File: src/rtl/bcd_excess3_conv.sv
// BCD <-> Excess-3 word converter: accepts one packed word, converts one digit
// per cycle (digit 0 first), then holds the result until the sink takes it.
module bcd_excess3_conv #(
  parameter int unsigned NDIGITS = 4,
  parameter int unsigned CNT_W   = 4
) (
  input  logic                   clk,
  input  logic                   rst_n,
  input  logic                   in_valid,
  output logic                   in_ready,
  input  logic [4*NDIGITS-1:0]   in_data,
  input  logic                   mode,
  output logic                   out_valid,
  input  logic                   out_ready,
  output logic [4*NDIGITS-1:0]   out_data,
  output logic [NDIGITS-1:0]     err_mask,
  output logic                   err
);

  localparam int unsigned DATA_W = 4 * NDIGITS;

  typedef enum logic [1:0] {
    IDLE = 2'd0,
    CONV = 2'd1,
    DONE = 2'd2
  } state_t;

  state_t              r_state;
  state_t              w_state_nxt;
  logic [CNT_W-1:0]    r_cnt;
  logic [CNT_W-1:0]    w_cnt_nxt;
  logic [DATA_W-1:0]   r_work;
  logic [DATA_W-1:0]   w_work_nxt;
  logic                r_mode;
  logic                w_mode_nxt;
  logic [DATA_W-1:0]   r_out_data;
  logic [DATA_W-1:0]   w_out_data_nxt;
  logic [NDIGITS-1:0]  r_err_mask;
  logic [NDIGITS-1:0]  w_err_mask_nxt;
  logic                r_err;
  logic                r_in_ready;
  logic                r_out_valid;

  logic [3:0]          w_dig_in;
  logic [3:0]          w_dig_res;
  logic                w_dig_err;

  // Select the digit addressed by the counter from the work register
  always_comb begin
    w_dig_in = 4'h0;
    for (int i = 0; i < NDIGITS; i++) begin
      if (CNT_W'(i) == r_cnt) begin
        w_dig_in = r_work[4*i +: 4];
      end
    end
  end

  // Single-digit conversion; out-of-range digits map to 4'hF and flag an error
  always_comb begin
    w_dig_res = 4'hF;
    w_dig_err = 1'b0;
    if (!r_mode) begin
      if (w_dig_in <= 4'd9) begin
        w_dig_res = w_dig_in + 4'd3;
      end else begin
        w_dig_err = 1'b1;
      end
    end else begin
      if ((w_dig_in >= 4'd3) && (w_dig_in <= 4'd12)) begin
        w_dig_res = w_dig_in - 4'd3;
      end else begin
        w_dig_err = 1'b1;
      end
    end
  end

  // Next-state and datapath update
  always_comb begin
    w_state_nxt    = r_state;
    w_cnt_nxt      = r_cnt;
    w_work_nxt     = r_work;
    w_mode_nxt     = r_mode;
    w_out_data_nxt = r_out_data;
    w_err_mask_nxt = r_err_mask;

    case (r_state)
      IDLE: begin
        if (in_valid) begin
          w_work_nxt     = in_data;
          w_mode_nxt     = mode;
          w_cnt_nxt      = '0;
          w_err_mask_nxt = '0;
          w_state_nxt    = CONV;
        end
      end
      CONV: begin
        for (int i = 0; i < NDIGITS; i++) begin
          if (CNT_W'(i) == r_cnt) begin
            w_out_data_nxt[4*i +: 4] = w_dig_res;
            w_err_mask_nxt[i]        = w_dig_err;
          end
        end
        w_cnt_nxt = r_cnt + CNT_W'(1);
        if (r_cnt == CNT_W'(NDIGITS - 1)) begin
          w_state_nxt = DONE;
        end
      end
      DONE: begin
        if (out_ready) begin
          w_state_nxt = IDLE;
        end
      end
      default: begin
        w_state_nxt = IDLE;
      end
    endcase
  end

  // Handshake flags are registered from the next state so they track r_state exactly
  always_ff @(posedge clk or negedge rst_n) begin
    if (!rst_n) begin
      r_state     <= IDLE;
      r_cnt       <= '0;
      r_work      <= '0;
      r_mode      <= 1'b0;
      r_out_data  <= '0;
      r_err_mask  <= '0;
      r_err       <= 1'b0;
      r_in_ready  <= 1'b1;
      r_out_valid <= 1'b0;
    end else begin
      r_state     <= w_state_nxt;
      r_cnt       <= w_cnt_nxt;
      r_work      <= w_work_nxt;
      r_mode      <= w_mode_nxt;
      r_out_data  <= w_out_data_nxt;
      r_err_mask  <= w_err_mask_nxt;
      r_err       <= |w_err_mask_nxt;
      r_in_ready  <= (w_state_nxt == IDLE);
      r_out_valid <= (w_state_nxt == DONE);
    end
  end

  assign in_ready  = r_in_ready;
  assign out_valid = r_out_valid;
  assign out_data  = r_out_data;
  assign err_mask  = r_err_mask;
  assign err       = r_err;

endmodule

File: config.mk
export PLATFORM = sky130hd
export DESIGN_NAME = bcd_excess3_conv
export DESIGN_NICKNAME = d
export VERILOG_FILES = /design/src/rtl/bcd_excess3_conv.sv
export SDC_FILE = /design/constraint.sdc
export NUM_CORES = 1
export LEC_CHECK = 0
export CORE_MARGIN = 4
export CORE_UTILIZATION = 39
export CTS_BUF_LIST = sky130_fd_sc_hd__clkbuf_8
export DETAILED_ROUTE_END_ITERATION = 10
export HOLD_SLACK_MARGIN = 0.05
export PLACE_DENSITY = 0.74
export SETUP_SLACK_MARGIN = 0.5
export SLEW_MARGIN = 20
export SYNTH_ARGS = -nofsm -noshare
export SYNTH_HDL_FRONTEND = slang
export SYNTH_SLANG_ARGS = --single-unit
File: constraint.sdc
create_clock -name clk -period 2.5 [get_ports clk]
set_clock_uncertainty 0.1 [all_clocks]
set_input_delay 0.375 -clock clk [delete_from_list [all_inputs] [get_ports clk]]
set_output_delay 0.375 -clock clk [all_outputs]
set_load 0.05 [all_outputs]
* Word level (Yosys, flattened, before mapping)
Cells that the tools add are included.
** Storage, ports and cells
- RAM bits :: 0
- Output and inout port bits :: 23
- Latch bits :: 0
- ROM bits :: 0
- Bits in registers :: 46
- Memories kept :: 0
** Operators by class
- Multipliers :: 0
- Equal/unequal tests :: 8
- Shift-type cells :: 0
- Magnitude comparators :: 3
- Divide/modulo/power cells :: 0
- Add/sub/neg operators :: 3
- Mux-type cells :: 22
- Bitwise gates (word level) :: 0
- Reductions and logical operators :: 12
** Operator list (count)
- $mux W4 :: 9
- $pmux W4 S2 :: 2
- $reduce_and A2 Y1 :: 6
- $eq A2 B4 Y1 const A :: 2
- $le A4 B4 Y1 const B :: 2
- $mux W1 :: 7
- $mux W2 :: 3
- $pmux W2 S3 :: 1
- $add A4 B1 Y4 const B :: 1
- $add A4 B2 Y4 const B :: 1
- $eq A1 B4 Y1 const A :: 1
- $eq A2 B2 Y1 const B :: 2
- $eq A4 B2 Y1 const B :: 1
- $ge A4 B2 Y1 const B :: 1
- $logic_not A2 Y1 :: 2
- $logic_not A4 Y1 :: 1
- $reduce_or A4 Y1 :: 1
- $sub A4 B2 Y4 const B :: 1
- $eq A2 B1 Y1 const B :: 1
- $ne A2 B2 Y1 const B :: 1
- $reduce_bool A2 Y1 :: 1
- $logic_and A1 B1 Y1 :: 1

* Logic depth before layout (Yosys ltp)
Gate-level depths: netlist of run 1.
- Word-level depth :: 12
- Depth in mapped cells :: 11
- Mapped depth without buffers :: 10

* Least setup slack after synthesis of run 1
OpenSTA, ideal clock, no wires.
- Path type :: register to register
- Start point :: reg r_cnt[0]
- End point :: reg r_out_data[0], in the netlist out_data[0]
- Buffers on the path :: 1
- Library setup time :: 0.067 ns
- Cell stages (with the launch flop) :: 11
- Slack :: -0.253 ns
- Required time :: 2.333 ns
- Arrival time :: 2.586 ns
- Cells stage by stage :: dfrtp_1 -> ha_1 -> buf_6 -> nand3b_1 -> a221oi_2 -> a21oi_1 -> ha_1 -> or2_2 -> o221a_2 -> o21ai_1 -> mux2_2
** On the way
- Longest elaborated chain between the ends :: 9
- Elaborated cells between the ends (all ways) :: 18
- Classes of those cells :: add/sub: 2; order compare: 3; eq/ne: 3; mux: 7; reduce/logical: 3
** RTL lines
- start, declared :: RTL line 30 : logic [CNT_W-1:0] r_cnt;
- start signal, assigned :: RTL line 133 : r_cnt <= w_cnt_nxt;
- $logic_not A4 Y1 :: RTL line 52, 98
- $mux W4 (4 in series) :: RTL line 52 : if (CNT_W'(i) == r_cnt) begin
- $ge A4 B2 Y1 / $le A4 B4 Y1 (equally long branches) :: RTL line 69 : if ((w_dig_in >= 4'd3) && (w_dig_in <= 4'd12)) begin
- $logic_and A1 B1 Y1 :: RTL line 69
- $mux W4 :: RTL line 69
- $mux W4 :: RTL line 62 : if (!r_mode) begin
- end signal, assigned :: RTL line 136 : r_out_data <= w_out_data_nxt;
- end, declared :: RTL line 36 : logic [DATA_W-1:0] r_out_data;
Several ways; a longest one is shown, not always the timed one.
A chain may end at the register's enable or synchronous reset.

* Final worst setup path of run 1
- Start point :: reg r_cnt[0]
- End point :: reg r_out_data[7], in the netlist out_data[7]
** On the way
- Longest elaborated chain between the ends :: 9
- Elaborated cells between the ends (all ways) :: 18
- Classes of those cells :: add/sub: 2; order compare: 3; eq/ne: 3; mux: 7; reduce/logical: 3
** RTL lines (RTL line)
- $logic_not A4 Y1 :: 52
- $mux W4 (4 in series) :: 52
- $ge A4 B2 Y1 / $le A4 B4 Y1 (equally long branches) :: 69
- $logic_and A1 B1 Y1 :: 69
- $mux W4 :: 69
- $mux W4 :: 62
Several ways; a longest one is shown, not always the timed one.

==> flow_summary.json, run 1 <==
{
  "nFillCells": 475,
  "viasPerCell": 5.132,
  "drv_slew": 0,
  "async_flop_share_pct": 100.0,
  "cp-start-kind": "flip-flop",
  "r2r_setup_slack_ps": -100,
  "hpwl_um": 3730,
  "required_ps": 2580,
  "cts_buffers": 5,
  "final_nets": 296,
  "setup_viol_count_final": 12,
  "gp_congestion": 0.8588,
  "synth-edff-count": 0,
  "htreeDepth": 2,
  "core-area_um2": 5540,
  "drt-pass1-iter-count": 4,
  "final_cell_area_um2": 3242,
  "grt_antenna_before_repair": 0,
  "rr_startpoint": "r_cnt[0]$_DFFE_PN0P_",
  "diodes": 0,
  "die_area_um2": 7022,
  "syn_inst": 195,
  "cpPeakStageDelay_ps": 530,
  "grt-ovfl-total": 0,
  "critPathKind": "flip-flop to flip-flop",
  "dp_slack_ps": -203.1,
  "layout-drive-gt1-share_pct": 37.41,
  "min_to": "out_data[14]$_DFFE_PN0P_",
  "hold_class": "flip-flop to flip-flop",
  "crit_chain": "ha_4 > nand3b_1 > a311oi_4 > o211ai_2 > and4_4 > or4_4 > mux2_2",
  "period_minus_slack_ps": 2604,
  "slew_headroom_pct": 66.42,
  "multiInputGateArea_um2": 1210,
  "drtIter0Drc": 54,
  "cts.sinks": 46,
  "post-route-period-util_pct": 104.2,
  "wl_per_cell_um": 14.58,
  "r2r_cells": 7,
  "status": "finished, violations left",
  "netlist_area_um2": 2241,
  "routed_wirelength_um": 4987,
  "syn2layout_area_growth_pct": 44.67,
  "fp-row-count": 27,
  "clk_latency_ps": 300,
  "synth_ff_type": "dfrtp_1",
  "io_buffers": 43,
  "vias": 1755,
  "holdPathStages": 2,
  "synth-seq-cells": 46,
  "die_x_um": 83.80,
  "timing.final.ws_setup_ps": -104.4,
  "yosys_warnings": 0,
  "regArea_um2": 1155,
  "cts_tree": "yes",
  "die_h_um": 83.80,
  "ant_nets": 0,
  "path_clk_slew_ps": 80,
  "cap_violations": 0,
  "synth.avg_cell_area_um2": 11.49,
  "r2r-end": "out_data[7]$_DFFE_PN0P_",
  "hold_start": "out_data[14]$_DFFE_PN0P_",
  "ys_seq_area_share_pct": 51.42,
  "fmax_mhz": 384.0,
  "grt_pass1_vias": 1793,
  "slowest_stage": "or4_4",
  "synth_fp_nets": 221,
  "cp.arrival_ps": 2690,
  "placed_area_um2": 2917,
  "clock_path_buffers": 2,
  "violations": "negative setup slack",
  "grt_max_degree": 25,
  "worstMarginPinSlew_ps": 502.2,
  "hold_violations": 0,
  "yosysUniqueCellTypes": 45,
  "grt_pass1_wl_um": 8376,
  "worst-path-max-fanout": 6,
  "clockRootBuffer": "clkbuf_8",
  "grt_setup_unrepaired": "yes",
  "ios": 44,
  "start_util_pct": 40.45,
  "cp-end-kind": "flip-flop",
  "track_usage_pct": 14.51,
  "route.detailed.drc": 0
}
==> kinds of logic after synthesis <==
kind of cell	share of synthesized area, %
flops	51.42
mux	14.07
fa+ha+maj	2.792
buf+inv	2.847
xor+xnor	0.7818
compound gates	13.57
simple gates	14.52
==> how the worst max path moves through the flow <==
stage,from,to,slack [ps]
3_3_place_gp,r_cnt[0]$_DFFE_PN0P_,out_data[7]$_DFFE_PN0P_,-140
2_1_floorplan,r_cnt[1]$_DFFE_PN0P_,out_data[15]$_DFFE_PN0P_,-100
4_1_cts,r_cnt[0]$_DFFE_PN0P_,out_data[7]$_DFFE_PN0P_,-90
6_report,r_cnt[0]$_DFFE_PN0P_,out_data[7]$_DFFE_PN0P_,-100
3_5_place_dp,r_cnt[0]$_DFFE_PN0P_,out_data[7]$_DFFE_PN0P_,-200
5_1_grt,r_cnt[0]$_DFFE_PN0P_,out_data[7]$_DFFE_PN0P_,-200
==> critical path: cells and delay by family, from the launching register on <==
family          cells  cell delay [ps]
flops               1              460
simple gates        3              950
mux                 1              280
compound gates      2              510
fa+ha+maj           1              190
==> registers in the layout, summed over array words and instances, names as in the netlist <==
register / flops
r_cnt: 4
out_valid: 1
err: 1
out_data: 16
in_ready: 1
err_mask: 4
r_state: 2
r_work: 16
r_mode: 1
==> through the flow <==
stage	util, %	std cells	hold slack (ps)	TNS, ps
finish	58.51	342	388.4	-782.7
global route	58.51	342	426.7	-3013
CTS	57.75	341	394.8	-690.4
detailed placement	52.64	325	275.7	-2284
global placement	52.64	325	275.1	-849.2
floorplan	-	195	-20.59	-752.9
==> synthesized netlist by cell type, types with 2 or more instances <==
library cell / count / area [um^2]
buf_6: 3 / 33.78
nand2_1: 19 / 71.32
ha_1: 5 / 62.56
nand3_1: 2 / 10.01
and3_1: 2 / 12.51
nand4_1: 2 / 12.51
and2_1: 2 / 12.51
o21ai_0: 18 / 90.09
nand3b_1: 5 / 37.54
dfrtp_1: 45 / 1126
nor2b_1: 7 / 43.79
clkbuf_1: 4 / 15.01
mux2_2: 28 / 315.3
a31oi_1: 4 / 25.02
a21oi_1: 9 / 45.04
inv_1: 3 / 11.26
nor2_1: 9 / 33.78
==> placed cells by master (no fill, tap or decap), drive strengths merged, types with 3 or more instances in the layout <==
cell,n
a21oi,9
a311oi,3
a31oi,4
buf,33
clkbuf,5
clkdlybuf4s50,41
dfrtp,45
ha,5
inv,3
mux2,28
nand2,20
nand3b,5
nor2,10
nor2b,7
o21ai,19
==> layer usage <==
layer | routed length, um | global-route usage (%) | vias to the layer above
met2 | 2510 | 25.60 | 38
li1 | - | - | 860
met1 | 2181 | 17.25 | 847
met4 | 101 | 6.433 | 0
met3 | 193 | 2.369 | 10
met5 | 0 | 0 | -
==> final cells by class <==
class	count	area share [%]
multi-input combinational	138	37.32
sequential	46	35.62
timing repair buffer	76	21.42
tap	72	2.779
clock buffer	5	2.123
inverter	3	0.4245
clock inverter	2	0.3088
==> repair_timing <==
item	CTS	global route
gates resized for setup	32	7
gates cloned	0	0
setup endpoints to repair	22	21
buffers inserted	8	1
hold buffers	1	0
endpoints found under the hold margin	45	0
pin swaps	16	2
Power of run 1 is left out: the tool's default activity adds up to more than one toggle a clock period on the data nets, which glitch-free logic cannot reach.
==> inputs of run 2 (changes only) <==
Settings changed: CTS_BUF_LIST sky130_fd_sc_hd__clkbuf_8 to sky130_fd_sc_hd__clkbuf_16, PLACE_DENSITY 0.74 to 0.72.
Clock period 2.5 ns to 2.9 ns, I/O delays scaled along.
==> flow_summary.json, run 2 (same netlist as run 1, synthesis figures left out) <==
{
  "status": "completed",
  "required_ps": 3030,
  "grt_pass1_wl_um": 8307,
  "cts_tree": "yes",
  "critPathKind": "flip-flop to flip-flop",
  "slew_headroom_pct": 61.31,
  "wl_per_cell_um": 15.49,
  "path_clk_slew_ps": 60,
  "grt_antenna_before_repair": 0,
  "track_usage_pct": 14.91,
  "vias": 1749,
  "cts.sinks": 46,
  "grtUsageMet2_pct": 25.09,
  "final_common_cell": "dfrtp_1",
  "die_x_um": 83.80,
  "period_minus_slack_ps": 2608,
  "cts_hold_buf": 0,
  "hold_class": "input pin to async pin",
  "finalHoldWorstSlack_ps": 40.25,
  "syn2layout_area_growth_pct": 45.95,
  "clock_path_buffers": 2,
  "die_area_um2": 7022,
  "cp-end-kind": "flip-flop",
  "worst-path-max-fanout": 6,
  "diodes": 0,
  "routed_wirelength_um": 5144,
  "clockRootBuffer": "clkbuf_16",
  "route.detailed.drc": 0,
  "final_util_pct": 59.03,
  "crit_chain": "inv_4 > ha_4 > buf_6 > nand2_4 > a311oi_4 > nand2_2 > ha_4 > or2_4 > o221a_4 > o21ai_4 > mux2_4",
  "gp_congestion": 0.8106,
  "ios": 44,
  "critPathTopFamily": "compound AO/OA/AOI/OAI gates",
  "post-route-period-util_pct": 89.92,
  "worstMarginPinSlew_ps": 580.4,
  "r2r_setup_slack_ps": 290,
  "fmax_mhz": 383.5,
  "grt_setup_unrepaired": "yes",
  "ant_nets": 0,
  "start_util_pct": 40.45,
  "hold_violations": 0,
  "drv_slew": 0,
  "viasPerCell": 5.268,
  "grt_use_met1_pct": 18.27,
  "path_buf_inv": 2,
  "path_common_cell": "ha_4",
  "grt_max_degree": 47,
  "grt_util_met3_pct": 3.455,
  "cpPeakStageDelay_ps": 450,
  "htreeDepth": 2,
  "die_h_um": 83.80,
  "cap_violations": 0,
  "fp-row-count": 27,
  "core-area_um2": 5540,
  "busiest_layer": "met2",
  "fin_tns_setup_ps": 0,
  "slowest_stage": "dfrtp_2",
  "final_nets": 285,
  "cts_buffers": 5,
  "drtIter0Drc": 62,
  "clk_latency_ps": 290,
  "hpwl_um": 3303,
  "setup_viol_count_final": 0,
  "io_buffers": 43,
  "layout-drive-gt1-share_pct": 34.62,
  "drt-pass1-iter-count": 4,
  "grt-ovfl-total": 0,
  "cp.arrival_ps": 2740,
  "grt_pass1_vias": 1658,
  "final_cell_mix": "43 x dfrtp_1, 42 x clkdlybuf4s50_1, 23 x mux2_2, 20 x buf_4, 17 x nand2_1",
  "cp-start-kind": "flip-flop"
}
[run 2: what timing repair did]
item / 4_1_cts / 5_1_grt
pin swaps: 13 / 14
gates resized for setup: 30 / 19
setup endpoints to repair: 21 / 21
gates cloned: 0 / 0
buffers inserted: 7 / 9
[run 2: worst paths after layout]
kind                                          start                  endpoint  cells past startpoint
setup / recovery               r_cnt[1]$_DFFE_PN0P_   out_data[4]$_DFFE_PN0P_                     11
hold / removal                                rst_n     r_work[6]$_DFFE_PN0P_                      1
setup reg to reg               r_cnt[1]$_DFFE_PN0P_   out_data[4]$_DFFE_PN0P_                     11
hold reg to reg            out_data[14]$_DFFE_PN0P_  out_data[14]$_DFFE_PN0P_                      2
max in group asynchronous                     rst_n      r_cnt[1]$_DFFE_PN0P_                      1
min in group clk           out_data[14]$_DFFE_PN0P_  out_data[14]$_DFFE_PN0P_                      2
[run 2: area by class of cell]
cell class,count,area [um^2]
multi-input combinational,138,1216
inverter,3,16.27
timing repair buffer,65,604.3
sequential,46,1155
fill,453,2270
clock buffer,5,125.1
clock inverter,3,63.81
tap,72,90.09
[run 2: metrics by stage]
stage / worst slack [ps] / cells / area [um^2]
after floorplan: 296.2 / 195 / 2258
after global placement: 147.1 / 308 / 2766
after detailed placement: 108.3 / 308 / 2766
after CTS: 214.9 / 323 / 3117
after global routing: 187.6 / 332 / 3271
final: 292.4 / 332 / 3271
[run 2: layer usage]
layer	up-vias	part of all wire, %	routed length, um
met5	-	0	0
met1	830	43	2192
met2	67	49	2515
li1	841	-	-
met3	11	6.1	316
met4	0	2.3	119
Power of run 2 is left out for the same reason.
==> inputs of run 3 (changes only) <==
Settings changed: CORE_ASPECT_RATIO from default to 1.1, MAX_ROUTING_LAYER from default to met4.
==> flow_summary.json, run 3 (same netlist as run 1, synthesis figures left out) <==
{
  "status": "completed",
  "cts_buffers": 5,
  "post-route-period-util_pct": 91.91,
  "critical_path_depth": 10,
  "cp.arrival_ps": 2790,
  "routed_wirelength_um": 4841,
  "slowest_stage": "dfrtp_2",
  "grt_setup_unrepaired": "yes",
  "drt-pass1-iter-count": 4,
  "viasPerCell": 5.148,
  "ant_nets": 0,
  "crit_chain": "buf_6 > ha_4 > nor3b_4 > a311oi_4 > nand2_2 > ha_4 > or2_4 > o221a_4 > o21ai_4 > mux2_4",
  "drtIter0Drc": 96,
  "vias": 1704,
  "drv_slew": 0,
  "final_common_cell": "dfrtp_1",
  "grt-ovfl-total": 0,
  "grt_pass1_wl_um": 8107,
  "grt_max_degree": 47,
  "cpPeakStageDelay_ps": 460,
  "hold_class": "input pin to async pin",
  "cts_tree": "yes",
  "critPathKind": "flip-flop to flip-flop",
  "hold_violations": 0,
  "cp-start-kind": "flip-flop",
  "io_buffers": 43,
  "slew_headroom_pct": 62.06,
  "grt_antenna_before_repair": 0,
  "fin_tns_setup_ps": 0,
  "clk_latency_ps": 280,
  "htreeDepth": 2,
  "cts.sinks": 46,
  "final_nets": 281,
  "setup_viol_count_final": 0,
  "core-area_um2": 5465,
  "cts_hold_buf": 0,
  "cp-end-kind": "flip-flop",
  "wl_per_cell_um": 14.63,
  "worstMarginPinSlew_ps": 569.1,
  "path_buf_inv": 1,
  "worst-path-max-fanout": 7,
  "r2r-end": "out_data[12]$_DFFE_PN0P_",
  "syn2layout_area_growth_pct": 41.21,
  "track_usage_pct": 15.37,
  "gp_congestion": 0.8046,
  "die_area_um2": 7024,
  "path_clk_slew_ps": 60,
  "clockRootBuffer": "clkbuf_16",
  "start_util_pct": 41.00,
  "rr_startpoint": "r_cnt[1]$_DFFE_PN0P_",
  "diodes": 0,
  "r2r_setup_slack_ps": 230,
  "fp-row-count": 28,
  "ios": 44,
  "path_common_cell": "ha_4",
  "die_x_um": 80.28,
  "route.detailed.drc": 0,
  "fmax_mhz": 375.2,
  "die_h_um": 87.50,
  "critPathTopFamily": "compound AO/OA/AOI/OAI gates",
  "cap_violations": 0,
  "required_ps": 3020,
  "grt_pass1_vias": 1705,
  "period_minus_slack_ps": 2665,
  "r2r_cells": 10,
  "clock_path_buffers": 2,
  "layout-drive-gt1-share_pct": 32.81,
  "hpwl_um": 3342,
  "final_cell_mix": "43 x dfrtp_1, 42 x clkdlybuf4s50_1, 22 x mux2_2, 17 x nand2_1, 17 x buf_4"
}
[run 3: cell types whose count changed in the layout (fill, tap and decap cells not counted), sizes merged]
cell | previous run | this run
bufinv | 2 | 0
clkinv | 1 | 2
inv | 3 | 4
buf | 23 | 19
[run 3: metal layers]
| layer | up-vias | global-route usage, % | routed length [um] |
|---|---|---|---|
| met4 | 0 | 5.991 | 75 |
| met1 | 828 | 18.58 | 2102 |
| met2 | 40 | 24.85 | 2432 |
| li1 | 830 | - | - |
| met3 | 6 | 3.623 | 231 |
| met5 | - | - | 0 |
[run 3: cell type report]
type	count	area [um^2]
clock inverter	3	12.51
inverter	3	16.27
sequential	46	1155
clock buffer	5	125.1
timing repair buffer	61	570.5
multi-input combinational	138	1191
tap	75	93.84
fill	471	2301
[run 3: what timing repair did]
item                       in CTS  in global routing
setup buffers                  10                  2
cloned                          0                  0
setup endpoints to repair      21                 21
gates resized for setup        22                 19
pin swaps                      11                 10
[run 3: how the worst max path moves through the flow]
stage               slack, ps                        to            startpoint
floorplan                 300  out_data[15]$_DFFE_PN0P_  r_cnt[1]$_DFFE_PN0P_
global placement          140   out_data[4]$_DFFE_PN0P_  r_cnt[0]$_DFFE_PN0P_
detailed placement         30  out_data[12]$_DFFE_PN0P_  r_cnt[0]$_DFFE_PN0P_
CTS                       260             err$_DFF_PN0_  r_cnt[0]$_DFFE_PN0P_
global route              170  out_data[12]$_DFFE_PN0P_  r_cnt[1]$_DFFE_PN0P_
finish                    230  out_data[12]$_DFFE_PN0P_  r_cnt[1]$_DFFE_PN0P_
[run 3: per-stage QoR]
| step | instances | setup slack (ps) | utilization (%) | area (um^2) | hold slack (ps) |
|---|---|---|---|---|---|
| after floorplan | 195 | 296.2 | - | 2258 | 39.41 |
| after global placement | 311 | 139.9 | 50.69 | 2770 | 362.1 |
| after detailed placement | 311 | 33.60 | 50.69 | 2770 | 371.3 |
| after CTS | 329 | 260.8 | 56.11 | 3067 | 262.8 |
| after global routing | 331 | 171.1 | 57.90 | 3164 | 87.94 |
| final | 331 | 234.7 | 57.90 | 3164 | 45.23 |
Power of run 3 is left out for the same reason.
==> RTL edit: new RTL, settings of run 2 <==
Register the output `err_mask` once more, cleared by the reset; this adds one clock of latency there. The other outputs are not delayed to match.
--- a/src/rtl/bcd_excess3_conv.sv
+++ b/src/rtl/bcd_excess3_conv.sv
@@ -145,5 +145,11 @@
   assign out_valid = r_out_valid;
   assign out_data  = r_out_data;
-  assign err_mask  = r_err_mask;
+  always_ff @(posedge clk or negedge rst_n) begin
+    if (!rst_n) begin
+      err_mask <= '0;
+    end else begin
+      err_mask <= r_err_mask;
+    end
+  end
   assign err       = r_err;
 
Function: changed (Yosys sat finds a counterexample within 4 cycles, from zero or initial values and one cycle with rst_n low).
==> RTL edit against run 2 <==
- setup slack gained 0.17 ns
- sequential cell count up 4
- core utilization is 0.50 points lower
- wire length up 16%
- cell area up 6.6%
- area after synthesis is 7.4% higher
- critical endpoint is now out_data[13]
- largest cell class unchanged
Power is not shown: default switching activity piles up to over one toggle a cycle in this logic, so the estimate is an artifact.
==> RTL edit: results (changes against run 2) <==
* Commonest cells in the netlist: dfrtp_1 (49), nand2_1 (27), mux2_2 (23) (was dfrtp_1 (45), mux2_2 (28), nand2_1 (19))
* Signal inverters at 5 (was 3)
* Non-clk bufs at 71 (was 65)
* Initial DRC Count at 187 (was 62)
* Critical Path AT at 2.51 ns (was 2.74 ns)
* Post-Syn Area per Cell at 11.5 sq um (about the same)
* NonClk Buf Share at 0.187 (was 0.185)
* Post-synthesis register bit count at 50 (was 46)
* Register area at 1250 sq um (was 1150 sq um)
* Placed cells at 324 (was 308)
* Multi-input gate count at 147 (was 138)
* Worst min path class: flip-flop to flip-flop (was primary input to async pin)
* Cell Count, Final, Fillers Out at 356 (was 332)
* Net count after synthesis at 235 (was 221)
* Clock Pin Slew Worst Setup and Hold Paths at 0.06 ns (about the same)
* Placed Area at 2940 sq um (was 2770 sq um)
* DR WL/cell at 16.7 microns (was 15.5 microns)
* Largest net degree at the start of global routing at 29 (was 47)
* Hold Buf Count CTS at 1 (was 0)
* Final net count at 306 (was 285)
* Fill count at 498 (was 453)
* Worst-skew pair later-pin latency at 0.29 ns (about the same)
* Multi-input gate share of the layout cell area at 0.372 (about the same)
* Top post-synthesis cells by area: dfrtp_1 (51%), mux2_2 (11%), nand2_1 (4.2%) (was dfrtp_1 (50%), mux2_2 (14%), o21ai_0 (4.0%))
* Critical path peak fanout at 4 (was 6)
* DIE WIDTH at 86.5 microns (was 83.8 microns)
* RR Startpoint: r_cnt[0] (was r_cnt[1])
* Post-CTS Setup Bufs at 13 (was 7)
* Post-layout util at 0.585 (was 0.590)
* Top_reg_cell synth: dfrtp_1 (unchanged)
* First-pass GRT wire length at 9350 microns (was 8310 microns)
* Routability Congestion at 0.955 (was 0.811)
* Status: finished, final reports clean (unchanged)
* Critical Path Source Type: flip-flop (unchanged)
* Worst slack, placed at 0.141 ns (was 0.108 ns)
* # resized after CTS at 22 (was 30)
* Fraction of area in clock buffers and inverters at 0.0467 (was 0.0578)
* Slew HR at 0.646 (was 0.613)
* Via count at 1923 (was 1749)
* Register area share after synthesis at 0.521 (was 0.514)
* Ratio of cells with drive above 1 in the final layout at 0.367 (was 0.346)
* DP Wirelength at 3790 microns (was 3300 microns)
-- RTL edit: final timing paths --
| kind | to | slack [ns] | cells past startpoint |
|---|---|---|---|
| setup / recovery | out_data[13] | 0.47 | 8 |
| hold / removal | err_mask[1] | 0.28 | 0 |
| setup reg to reg | out_data[13] | 0.47 | 8 |
| hold reg to reg | err_mask[1] | 0.28 | 0 |
| max in group asynchronous | r_mode | 1.39 | 3 |
| min in group asynchronous | r_work[0] | 0.56 | 2 |
-- RTL edit: kinds of logic (layout without fill, tap and decap cells) --
logic type | count (synthesis) | after routing | share of synthesized area
and+or+nand+nor | 68 | 68 | 0.158
AOI/OAI and AO/OA | 49 | 49 | 0.155
muxes | 25 | 25 | 0.116
DFF | 50 | 50 | 0.521
buffers and inverters | 12 | 84 | 0.0244
adders and majority gates | 5 | 5 | 0.0260
-- RTL edit: metal layers --
metal  track usage  up-vias  part of all wire
met5             0        -                 0
met4        0.0623        0             0.023
met3        0.0371       15             0.057
met2         0.248       71              0.48
met1         0.213      937              0.44
li1              -      900                 -
